### config.mk
export PLATFORM = sky130hd
export DESIGN_NAME = cache_req_arbiter
export DESIGN_NICKNAME = d
export VERILOG_FILES = /design/src/rtl/cache_req_arbiter.sv
export SDC_FILE = /design/constraint.sdc
export NUM_CORES = 1
export LEC_CHECK = 0
export CORE_MARGIN = 1.5
export CORE_UTILIZATION = 34
export CTS_CLUSTER_DIAMETER = 120
export DETAILED_ROUTE_END_ITERATION = 10
export GPL_ROUTABILITY_DRIVEN = 0
export HOLD_SLACK_MARGIN = 0.12
export PLACE_DENSITY = 0.81
export SLEW_MARGIN = 20
export SYNTH_ARGS = -nofsm -noshare
export SYNTH_HDL_FRONTEND = slang
export SYNTH_SLANG_ARGS = --single-unit
### constraint.sdc
create_clock -name clk_41 -period 2.6 [get_ports clk_41]
set_clock_uncertainty 0.15 [all_clocks]
set_input_delay 0.26 -clock clk_41 [delete_from_list [all_inputs] [get_ports clk_41]]
set_output_delay 0.26 -clock clk_41 [all_outputs]
set_load 0.02 [all_outputs]
### src/rtl/cache_req_arbiter.sv
// ---------------------------------------------------------------------------
// cache_req_arbiter
//
// Two-requester front end for the set-associative cache model.
//
// Requests from two sources (typically the instruction and data streams) are
// arbitrated round-robin. One lookup at a time is issued to the cache core.
// A miss is modelled as a fixed refill stall of MISS_PENALTY cycles. Each
// served request produces a one-cycle hit/miss response pulse.
//
// Build option:
//   CACHE_ARB_STATS_EN - when defined, per-source saturating hit/miss
//                        counters are built. When undefined, the four
//                        statistics outputs are tied to zero and no counter
//                        logic is generated.
//
// Parameters:
//   ADDR_W        request / lookup address width
//   MISS_PENALTY  refill stall after a miss, in cycles (0..255)
//   CNT_W         statistics counter width
//
// Ports:
//   clk_41          single clock, rising edge
//   rst_41          synchronous active-high reset
//   req0_valid_41   source 0 request valid
//   req0_addr_41    source 0 request address
//   req0_ready_41   source 0 accepted this cycle (combinational, IDLE only)
//   req1_valid_41   source 1 request valid
//   req1_addr_41    source 1 request address
//   req1_ready_41   source 1 accepted this cycle (combinational, IDLE only)
//   lk_valid_41     lookup request to the cache core
//   lk_addr_41      lookup address, latched at acceptance
//   lk_done_41      cache core result valid (looked at only while lk_valid_41)
//   lk_hit_41       cache core result: 1 = hit, 0 = miss
//   resp_valid_41   one-cycle response pulse
//   resp_src_41     source the response belongs to
//   resp_hit_41     hit/miss result of the response
//   busy_41         high in every state except IDLE
//   hits0_41        source 0 hit count
//   misses0_41      source 0 miss count
//   hits1_41        source 1 hit count
//   misses1_41      source 1 miss count
// ---------------------------------------------------------------------------
module cache_req_arbiter #(
  parameter int ADDR_W       = 31,
  parameter int MISS_PENALTY = 8,
  parameter int CNT_W        = 31
) (
  input  logic              clk_41,
  input  logic              rst_41,

  input  logic              req0_valid_41,
  input  logic [ADDR_W-1:0] req0_addr_41,
  output logic              req0_ready_41,

  input  logic              req1_valid_41,
  input  logic [ADDR_W-1:0] req1_addr_41,
  output logic              req1_ready_41,

  output logic              lk_valid_41,
  output logic [ADDR_W-1:0] lk_addr_41,
  input  logic              lk_done_41,
  input  logic              lk_hit_41,

  output logic              resp_valid_41,
  output logic              resp_src_41,
  output logic              resp_hit_41,

  output logic              busy_41,

  output logic [CNT_W-1:0]  hits0_41,
  output logic [CNT_W-1:0]  misses0_41,
  output logic [CNT_W-1:0]  hits1_41,
  output logic [CNT_W-1:0]  misses1_41
);

  typedef enum logic [1:0] {
    ST_IDLE   = 2'd0,
    ST_LOOKUP = 2'd1,
    ST_REFILL = 2'd2,
    ST_RESP   = 2'd3
  } state_t;

  // The refill counter is loaded with MISS_PENALTY-1 so that the REFILL
  // dwell (counting down to and including zero) is exactly MISS_PENALTY
  // cycles. With a zero penalty the REFILL state is never entered and the
  // load value is irrelevant.
  localparam logic [7:0] REFILL_LOAD =
    (MISS_PENALTY > 0) ? 8'(MISS_PENALTY - 1) : 8'd0;
  localparam bit NO_PENALTY = (MISS_PENALTY == 0);

  state_t     state;
  logic       rr;
  logic       cur_src;
  logic [7:0] refill_cnt;

  logic       any_valid;
  logic       grant_src;

  // Grant selection: with both sources pending the round-robin pointer
  // decides, otherwise the single pending source wins. When neither is
  // pending grant_src is a don't-care because any_valid gates the readies.
  assign any_valid = req0_valid_41 | req1_valid_41;
  assign grant_src = (req0_valid_41 && req1_valid_41) ? rr : req1_valid_41;

  // Readies are combinational so a source sees acceptance in the same
  // cycle it presents its request; they can only rise while idle.
  assign req0_ready_41 = (state == ST_IDLE) && any_valid && !grant_src;
  assign req1_ready_41 = (state == ST_IDLE) && any_valid &&  grant_src;

  // Main controller. All visible control outputs (lookup valid, response
  // pulse, busy) are registered alongside the state so they change only on
  // state transitions. Reset drops any in-flight request without answering.
  always_ff @(posedge clk_41) begin
    if (rst_41) begin
      state         <= ST_IDLE;
      rr            <= 1'b0;
      cur_src       <= 1'b0;
      refill_cnt    <= 8'd0;
      lk_valid_41   <= 1'b0;
      lk_addr_41    <= '0;
      resp_valid_41 <= 1'b0;
      resp_src_41   <= 1'b0;
      resp_hit_41   <= 1'b0;
      busy_41       <= 1'b0;
    end else begin
      resp_valid_41 <= 1'b0;
      case (state)
        ST_IDLE: begin
          if (any_valid) begin
            lk_addr_41  <= grant_src ? req1_addr_41 : req0_addr_41;
            cur_src     <= grant_src;
            lk_valid_41 <= 1'b1;
            busy_41     <= 1'b1;
            state       <= ST_LOOKUP;
          end
        end

        ST_LOOKUP: begin
          if (lk_done_41) begin
            lk_valid_41 <= 1'b0;
            if (lk_hit_41 || NO_PENALTY) begin
              resp_valid_41 <= 1'b1;
              resp_src_41   <= cur_src;
              resp_hit_41   <= lk_hit_41;
              state         <= ST_RESP;
            end else begin
              refill_cnt <= REFILL_LOAD;
              state      <= ST_REFILL;
            end
          end
        end

        ST_REFILL: begin
          if (refill_cnt == 8'd0) begin
            resp_valid_41 <= 1'b1;
            resp_src_41   <= cur_src;
            resp_hit_41   <= 1'b0;
            state         <= ST_RESP;
          end else begin
            refill_cnt <= refill_cnt - 8'd1;
          end
        end

        ST_RESP: begin
          rr      <= ~cur_src;
          busy_41 <= 1'b0;
          state   <= ST_IDLE;
        end

        default: begin
          lk_valid_41 <= 1'b0;
          busy_41     <= 1'b0;
          state       <= ST_IDLE;
        end
      endcase
    end
  end

`ifdef CACHE_ARB_STATS_EN
  localparam logic [CNT_W-1:0] CNT_ONE = {{(CNT_W-1){1'b0}}, 1'b1};
  localparam logic [CNT_W-1:0] CNT_MAX = {CNT_W{1'b1}};

  // Statistics update while the response is on the bus. resp_src_41 and
  // resp_hit_41 hold the served request's result for the whole RESP cycle.
  // Counters stick at all-ones rather than wrapping.
  always_ff @(posedge clk_41) begin
    if (rst_41) begin
      hits0_41   <= '0;
      misses0_41 <= '0;
      hits1_41   <= '0;
      misses1_41 <= '0;
    end else if (state == ST_RESP) begin
      case ({resp_src_41, resp_hit_41})
        2'b01: if (hits0_41   != CNT_MAX) hits0_41   <= hits0_41   + CNT_ONE;
        2'b00: if (misses0_41 != CNT_MAX) misses0_41 <= misses0_41 + CNT_ONE;
        2'b11: if (hits1_41   != CNT_MAX) hits1_41   <= hits1_41   + CNT_ONE;
        default: if (misses1_41 != CNT_MAX) misses1_41 <= misses1_41 + CNT_ONE;
      endcase
    end
  end
`else
  assign hits0_41   = '0;
  assign misses0_41 = '0;
  assign hits1_41   = '0;
  assign misses1_41 = '0;
`endif

endmodule

==> run_results.csv, run 1 <==
group,metric,value,unit
synth,synth_area_per_cell,8.718,µm²
die,die_w,96.92,µm
global_route,grt_max_degree,36,
setup_path,endpoint,"req1_ready_41",
clocking,clk_pin_slew,90,ps
clocking,holdBufCountCts,0,
die,core,0.008636,mm²
global_route,antenna_found_initial,0,
routing,first_iter_violations,233,
clocking,clock_latency,300,ps
die,fp-row-count,34,
place,io_buffer_count,105,
global_route,met1_usage,15.35,%
cells_and_area,final_area,0.003800,mm²
setup_path,reg2reg_slack,540,ps
worst_hold_path,hp-class,"reg -> reg",
global_route,use_met3,4.263,%
sta,hold_viol,0,
place,dpl_cell_area,0.003706,mm²
routing,drt-total-wl,6.823,mm
setup_path,crit_fanout,5,
pwr,powerDensity,909.4,mW/mm²
cells_and_area,fin_util,44.00,%
cells_and_area,area_delta_synth_final,26.70,%
pwr,irDropWorstVdd,617.7,µV
sta,finalCriticalPeriod,2344,ps
pwr,p_leak,1.603,nW
clocking,cts_htree_levels,2,
sta,finalSetupViolations,0,
global_route,grt_overflow,0,
setup_path,criticalPathCategory,"reg -> out",
setup_path,required,2190,ps
global_route,grt_pass1_wl,10.49,mm
synth,yosysSeqAreaShare,32.04,%
global_route,grt_util_met2,23.18,%
routing,wire_per_inst,12.34,µm
synth,netlist.area_leader.share,32.04,%
global_route,busiest_layer,"met2",
routing,drc,0,
sta,worst_slew_pin_slew,571.4,ps
sta,finalCritPeriodShare,90.17,%
routing,vias,2506,
synth,synth_area_leaders,"dfxtp_1 (32%), buf_4 (31%), a222oi_1 (10%)",
clocking,cts_sinks,48,
routing,viasPerCell,4.532,
die,initial_core_util,34.73,%
place,place_hpwl,5.222,mm
synth,mappedNetlistArea,0.002999,mm²
global_route,grtUsageTotal,13.27,%
routing,first_pass_iters,5,
die,die_area,0.009393,mm²
setup_path,start_kind,"register",
die,io_pins,230,
die,die_h,96.92,µm
clocking,cts_tree,"yes",
setup_path,rr_startpoint,"state[1]",
outcome,status,"finished, final reports clean",
setup_path,r2r_end,"refill_cnt[3]",
pwr,finalPower,3.455,mW
global_route,grt_pass1_vias,2205,
clocking,numCtsBuffers,5,
setup_path,critPathLaunch,"state[0]",
setup_path,endpoint_kind,"output port",
synth,synthCells,344,
clocking,post_cts_buffers,0,
clocking,cts-root-buf,"clkbuf_8",
setup_path,cp.arrival,1930,ps
setup_path,rr_worst_depth,6,
routing,ant_nets,0,
clocking,clockBufferDepth,2,
cells_and_area,drive_gt1_share,4.719,%
synth,synth_area_leader_cell,"dfxtp_1",
sta,report.final.slew_viol_count,0,
synth,yosysWarnings,0,
sta,slew-limit-headroom,61.65,%
run,maxCapViolCount,0,
cells_and_area,num-nets-final,519,
clocking,postCtsResizedCells,0,
synth,ys_ff_latch,48,
sta,rsz0062_at_grt,"no",
synth,synthDistinctLibCells,37,
cells_and_area,antenna_cells,0,
sta,fmax,426.6,MHz
sta,tns,0,ps
[critical path, cell delays in order, from the launching register on]
cell	delay [ps]
dfxtp_1	350
inv_1	160
ha_1	280
nand2_1	90
a21oi_2	140
clkdlybuf4s50_1	630
[area by class of cell]
class	instances	area, µm²
Inverter	8	30.03
Multi-Input combinational cell	272	1486
Tap cell	108	135.1
Fill cell	805	4836
Clock buffer	7	86.33
Clock inverter	1	7.507
Sequential cell	48	960.9
Timing Repair Buffer	109	1094
[metrics by stage]
stage	std cells	hold slack [ps]	setup slack [ps]
after floorplan	467	279.7	754.0
after global placement	545	312.1	454.8
after detailed placement	545	321.9	452.4
after CTS	553	338.8	246.2
after global routing	553	368.5	122.9
final	553	332.1	255.6
[layout by cell type, fill, tap and decap left out, drive strengths merged]
cell,instances
o32ai,1
mux2i,2
nor4,1
mux2,1
clkbuf,7
a222oi,31
or4,5
o31ai,7
clkinvlp,1
inv,8
and2,1
nor3b,2
or3b,2
buf,4
nand3b,1
conb,124
a31oi,2
clkdlybuf4s50,105
dfxtp,48
and2b,1
nor2,40
o21ai,5
a21oi,13
o21a,1
ha,7
nand2b,5
nor3,1
o211ai,1
and4,1
nand2,7
nand3,2
or3,2
nand4,2
a211oi,3
o311ai,1
[power by group]
| part | total, mW | internal, mW | leakage, nW | switching, mW |
|---|---|---|---|---|
| Sequential | 1.09 | 0.943 | 0.395 | 0.152 |
| Clock | 0.465 | 0.217 | 0.0445 | 0.248 |
| Combinational | 1.90 | 0.784 | 1.16 | 1.11 |
[synth_stat cells (all sizes together)]
library cell	number
nand4	2
o311ai	1
a222oi	31
inv	8
o32ai	1
o21ai	5
ha	7
o31ai	7
o21a	1
buf	125
and4	1
mux2	1
conb	1
a211oi	3
o211ai	1
or3	2
nand3	2
and2	1
nor4	1
nor2	40
and2b	1
nor3	1
or3b	2
nand3b	1
nand2b	5
nor3b	2
clkbuf	14
or4	5
dfxtp	48
mux2i	2
a31oi	2
nand2	7
a21oi	13
[registers in the layout, indices dropped and copies added, names as in the netlist]
signal / flops
lk_valid_41: 1
lk_addr_41: 31
refill_cnt: 8
rr: 1
cur_src: 1
resp_valid_41: 1
resp_src_41: 1
state: 2
busy_41: 1
resp_hit_41: 1
[logic make-up (layout without fill, tap and decap cells)]
kind of cell,count (synthesis),after routing,share of synthesized area [%]
AOI/OAI and AO/OA,65,65,17.36
DFF,48,48,32.04
buffers and inverters,147,125,34.17
other,1,124,0.1250
adders and majority gates,7,7,2.920
and+or+nand+nor,73,73,12.35
muxes,3,3,1.043
[how the worst min path moves through the flow]
stage                                from       endpoint  slack, ps  depth (start not counted)
after global placement        resp_src_41    resp_src_41        310                          2
after global routing          resp_src_41    resp_src_41        370                          2
final                         resp_src_41    resp_src_41        330                          2
after floorplan           req1_addr_41[0]  lk_addr_41[0]        280                          2
after detailed placement      resp_src_41    resp_src_41        320                          2
after CTS                     resp_src_41    resp_src_41        340                          2
[routing by layer]
layer	vias up	part of all wire, %
li1	1175	-
met5	-	0
met2	160	50
met1	1160	39
met4	0	1.8
met3	11	10
Power figures use the tool's default switching activity.
==> run 2, diff against run 1 <==
CORE_UTILIZATION = 31   (was 34)
PLACE_DENSITY = 0.78   (was 0.81)
clock period = 2.1 ns   (was 2.6 ns; I/O delays follow)
==> run_results.csv, run 2 (synthesis gave the netlist of run 1 again) <==
group,metric,value,unit
global_route,antenna_found_initial,0,
routing,viasPerCell,4.413,
routing,drc,0,
routing,drt-total-wl,6.840,mm
setup_path,start_kind,"register",
place,place_worst_setup_slack,63.85,ps
sta,worst_slew_pin_slew,502.0,ps
setup_path,criticalPathCategory,"reg -> out",
pwr,irDropWorstVdd,551.7,µV
pwr,p_leak,1.653,nW
cells_and_area,num-nets-final,523,
place,io_buffer_count,105,
setup_path,required,1740,ps
cells_and_area,final_cell_mix,"conb_1 (124), clkdlybuf4s50_1 (103), dfxtp_1 (48)",
cells_and_area,final_common_cell,"conb_1",
run,maxCapViolCount,0,
global_route,grtUsageTotal,12.18,%
setup_path,crit_buf_inv,2,
routing,wire_per_inst,11.83,µm
cells_and_area,antenna_cells,0,
sta,finalSetupViolations,0,
cells_and_area,multiInputGateArea,0.001493,mm²
clocking,post_cts_buffers,0,
clocking,cts-root-buf,"clkbuf_8",
sta,tns,0,ps
place,place_hpwl,5.347,mm
clocking,numCtsBuffers,5,
setup_path,rr_worst_depth,6,
pwr,powerDensity,1154,mW/mm²
routing,first_iter_violations,199,
sta,rsz0062_at_grt,"no",
setup_path,reg2reg_slack,160,ps
routing,ant_nets,0,
clocking,clk_pin_slew,90,ps
setup_path,endpoint_kind,"output port",
sta,fin_ws,141.4,ps
outcome,status,"finished, final reports clean",
cells_and_area,largest_register,"lk_addr_41",
cells_and_area,drive_gt1_share,6.459,%
routing,vias,2551,
setup_path,crit_fanout,5,
setup_path,cp.arrival,1600,ps
clocking,cts_sinks,48,
sta,fmax,510.6,MHz
setup_path,critPathSlowestCell,"dlygate4sd2_1",
global_route,grt_pass1_wl,10.23,mm
routing,first_pass_iters,9,
cells_and_area,top_regs,"lk_addr_41: 31 flops, refill_cnt: 8 flops, state: 2 flops",
sta,hold_viol,0,
place,dpl_cell_area,0.003775,mm²
cells_and_area,final_cells,578,
clocking,holdBufCountCts,0,
die,fp-row-count,35,
clocking,cts_htree_levels,2,
cells_and_area,largest_reg_flops,31,
cells_and_area,area_delta_synth_final,30.20,%
setup_path,rr_startpoint,"state[0]",
sta,slew-limit-headroom,66.38,%
setup_path,critPathLaunch,"state[0]",
clocking,postCtsResizedCells,2,
clocking,clock_latency,290,ps
clocking,clockBufferDepth,2,
die,die_w,101.4,µm
sta,finalCriticalPeriod,1959,ps
sta,finalCritPeriodShare,93.27,%
cells_and_area,nFillCells,930,
worst_hold_path,hp-class,"reg -> reg",
cells_and_area,final_area,0.003905,mm²
setup_path,endpoint,"req0_ready_41",
pwr,finalPower,4.506,mW
die,core,0.009328,mm²
clocking,cts_tree,"yes",
setup_path,r2r_end,"state[0]",
sta,report.final.slew_viol_count,0,
place,dp.cells,570,
global_route,grt_overflow,0,
die,die_area,0.01027,mm²
global_route,grt_max_degree,33,
cells_and_area,regArea,960.9,µm²
global_route,grt_pass1_vias,2191,
die,die_h,101.4,µm
setup_path,path_cells,"inv_1, ha_2, nand2_1, a21oi_2, dlygate4sd2_1",
die,io_pins,230,
die,initial_core_util,32.15,%
setup_path,crit_cells,5,
setup_path,crit_family,"buffers and inverters",
setup_path,cpPeakStageDelay,360,ps
[run 2: layout make-up]
class                           count  share of cell area (%)
Sequential cell                    48                   24.61
Clock inverter                      1                  0.7690
Clock buffer                        7                   2.467
Timing Repair Buffer              113                   29.03
Inverter                            8                  0.7690
Multi-Input combinational cell    272                   38.22
Tap cell                          129                   4.133
[run 2: worst register-to-register path, cell delays in order (launching register included)]
cell and delay [ps]:
dfxtp_1 340, inv_1 150, ha_2 260, or3b_2 470
o21ai_0 180, o31ai_1 120, nor3b_2 170
[run 2: worst min path at each step]
| stage | depth (start not counted) | slack [ps] | start | endpoint |
|---|---|---|---|---|
| after floorplan | 2 | 230 | req1_addr_41[0] | lk_addr_41[0] |
| after global placement | 2 | 310 | resp_src_41 | resp_src_41 |
| after detailed placement | 2 | 310 | lk_valid_41 | lk_valid_41 |
| after CTS | 2 | 320 | lk_valid_41 | lk_valid_41 |
| after global routing | 2 | 350 | lk_valid_41 | lk_valid_41 |
| final | 2 | 320 | lk_valid_41 | lk_valid_41 |
[run 2: per-stage QoR]
stage | utilization [%] | hold slack (ps)
finish | 41.86 | 320.4
global route | 41.86 | 346.1
CTS | 41.80 | 323.9
detailed placement | 40.47 | 312.6
global placement | 40.47 | 313.7
floorplan | - | 229.7
[run 2: per-layer routing]
metal | track usage, % | vias up | part of all wire (%)
met4 | 2.778 | 0 | 0.37
met5 | 0 | - | 0
li1 | - | 1182 | -
met3 | 4.969 | 2 | 13
met1 | 13.72 | 1186 | 36
met2 | 21.53 | 181 | 50
[run 2: power by group]
group / leakage [nW] / internal, mW / total (mW) / switching, mW
clock network: 0.0645 / 0.421 / 0.730 / 0.309
registers: 0.395 / 1.17 / 1.35 / 0.187
logic: 1.19 / 1.03 / 2.42 / 1.39
total: 1.65 / 2.62 / 4.51 / 1.89
==> RTL change, RTL diff (flow settings as in run 2) <==
`CNT_W`: 31 -> 27.
--- a/src/rtl/cache_req_arbiter.sv
+++ b/src/rtl/cache_req_arbiter.sv
@@ -46,3 +46,3 @@
   parameter int MISS_PENALTY = 8,
-  parameter int CNT_W        = 31
+  parameter int CNT_W        = 27
 ) (
Ports: changed (resized hits0_41, hits1_41, misses0_41 and misses1_41); port bits go from 230 to 214. No check against the original RTL was run, so the function may have changed too.
==> RTL change against run 2 <==
- sequential power about the same
- final area fell by 2.7%
- sequential cell count did not move
- total power shrank 1.6%
- worst hold slack gained 0.011 ns
- synthesized cell count decreased by 4.7%
- synthesized area is 4.0% lower
- count of clock-buffer cells in the layout down 1
- routed wire length is 1.6% higher
- worst setup slack worse by 0.048 ns
- critical endpoint is now req1_ready_41
- highest routed layer unchanged
==> RTL change: results (changes against run 2) <==
first-pass GRT wire length: 10,800 µm (+5.9%)
starting DRC count in detailed routing: 201 (+1.0%)
Ant. Diodes: 0 (unchanged)
share of cells above drive strength 1: 6.24% (-0.22 points)
top post-synthesis cells by area: dfxtp_1 33%, buf_4 28%, a222oi_1 11%, nor2_1 5.2%, ha_1 3.0%
Total Nets Final: 507 (-3.1%)
initial antenna violation count: 0 (unchanged)
clock slew at reported path FFs: 0.09 ns (about the same)
CTS max path bufs: 2 (unchanged)
Async SR Flop Fraction: 0% (unchanged)
routed length on met1: 2560 µm (+2.9%)
via count: 2,507 (-1.7%)
WL final: 6950 µm (+1.6%)
CTS buffer count: 5 (unchanged)
Post-DP HPWL: 5270 µm (-1.5%)
Peak VDD IR: 0.797 mV (+45%)
Seq/Total Area, Yosys: 33.4% (+1.3 points)
Synth top cells by count: 108 x buf_4, 48 x dfxtp_1, 40 x nor2_1
largest net degree at the start of global routing: 43 (+30%)
top_reg_cell synth: dfxtp_1
leakage power: 1.59 nW (-3.7%)
Top Metal Used: met4
vias in the first global route: 2,325 (+6.1%)
First-pass DRT Iterations: 9 (unchanged)
Hold Crit Class: flip-flop to flip-flop
met2 WL: 3430 µm (about the same)
Worst R2R Setup Slack: 0.11 ns (-0.05 ns)
Worst Hold Path Cells: 2 (unchanged)
Top Registers: lk_addr_41 (31), refill_cnt (8), state (2)
worst-path fanout max: 5 (unchanged)
Synth warnings: 0 (unchanged)
final-layout fill cell count: 875 (-5.9%)
worst r2r path cells: 6 (unchanged)
Port Buffers: 105 (unchanged)
Netlist cell types: 37 (unchanged)
worst path arrival time: 1.65 ns (+0.05 ns)
worst slew pin tran: 0.521 ns (+0.0187 ns)
status: finished, final reports clean
H-tree Lvls: 2 (unchanged)
total track usage: 13.4% (+1.3 points)
CTS Root Cell: clkbuf_8
clock latency reported for the late side of the worst-skew pair: 0.29 ns (about the same)
met3 wire length: 893 µm (-0.45%)
Post-CTS Setup Bufs: 0 (unchanged)
RTL change: cell types whose count changed after synthesis, sizes merged:
cell and change:
buf -16
RTL change: layout make-up:
| cell class | instances | area, µm² | area share (%) |
|---|---|---|---|
| clock buffer | 6 | 72.6 | 1.91 |
| inverter | 8 | 30.0 | 0.790 |
| multi-input combinational | 256 | 1430 | 37.7 |
| sequential | 48 | 961 | 25.3 |
| clock inverter | 2 | 35.0 | 0.922 |
| tap | 108 | 135 | 3.56 |
| timing repair buffer | 113 | 1130 | 29.8 |
RTL change: metal layers:
metal / vias to the layer above / global-route usage [%]
li1: 1166 / -
met3: 6 / 5.97
met4: 0 / 4.44
met5: - / 0
met1: 1155 / 14.4
met2: 180 / 23.6
RTL change: final timing paths:
kind,from,to
min reg2reg,resp_src_41,resp_src_41
max reg2reg,state[0],state[0]
min,resp_src_41,resp_src_41
max,state[0],req1_ready_41
RTL change: cells by family (layout without fill, tap and decap cells):
group | after synthesis | in the layout | synth area share, %
adder cells (fa/ha/maj) | 7 | 7 | 3.04
AND/OR/NAND/NOR | 73 | 73 | 12.9
buffers and inverters | 131 | 129 | 31.4
multiplexers | 3 | 3 | 1.09
flip-flops | 48 | 48 | 33.4
other | 1 | 108 | 0.130
AO/OA/AOI/OAI | 65 | 65 | 18.1
RTL change: worst max-delay path, cell delays in order, from the launching register on:
cell,delay [ns]
dfxtp_1,0.34
inv_1,0.16
ha_2,0.27
nand2_1,0.08
a21oi_2,0.14
dlygate4sd2_1,0.37
RTL change: metrics by stage:
stage	std cells	area [µm²]	setup slack, ns	hold WS (ns)
after floorplan	435	3280	0.254	0.230
after global placement	533	3690	0.106	0.314
after detailed placement	533	3690	0.0407	0.319
after CTS	541	3790	0.0584	0.337
after global routing	541	3800	0.00746	0.370
final	541	3800	0.0934	0.331
RTL change: power by group:
group	internal, W	leakage (nW)	switching [W]
logic	0.00104	1.14	0.00138
clock network	0.000354	0.0552	0.000307
registers	0.00117	0.395	0.000185
RTL change: repair_timing:
item,4_1_cts,5_1_grt
hold endpoints to repair,0,0
gates resized for setup,2,2
cloned,0,0
hold buffers,0,0
setup endpoints to repair,2,8
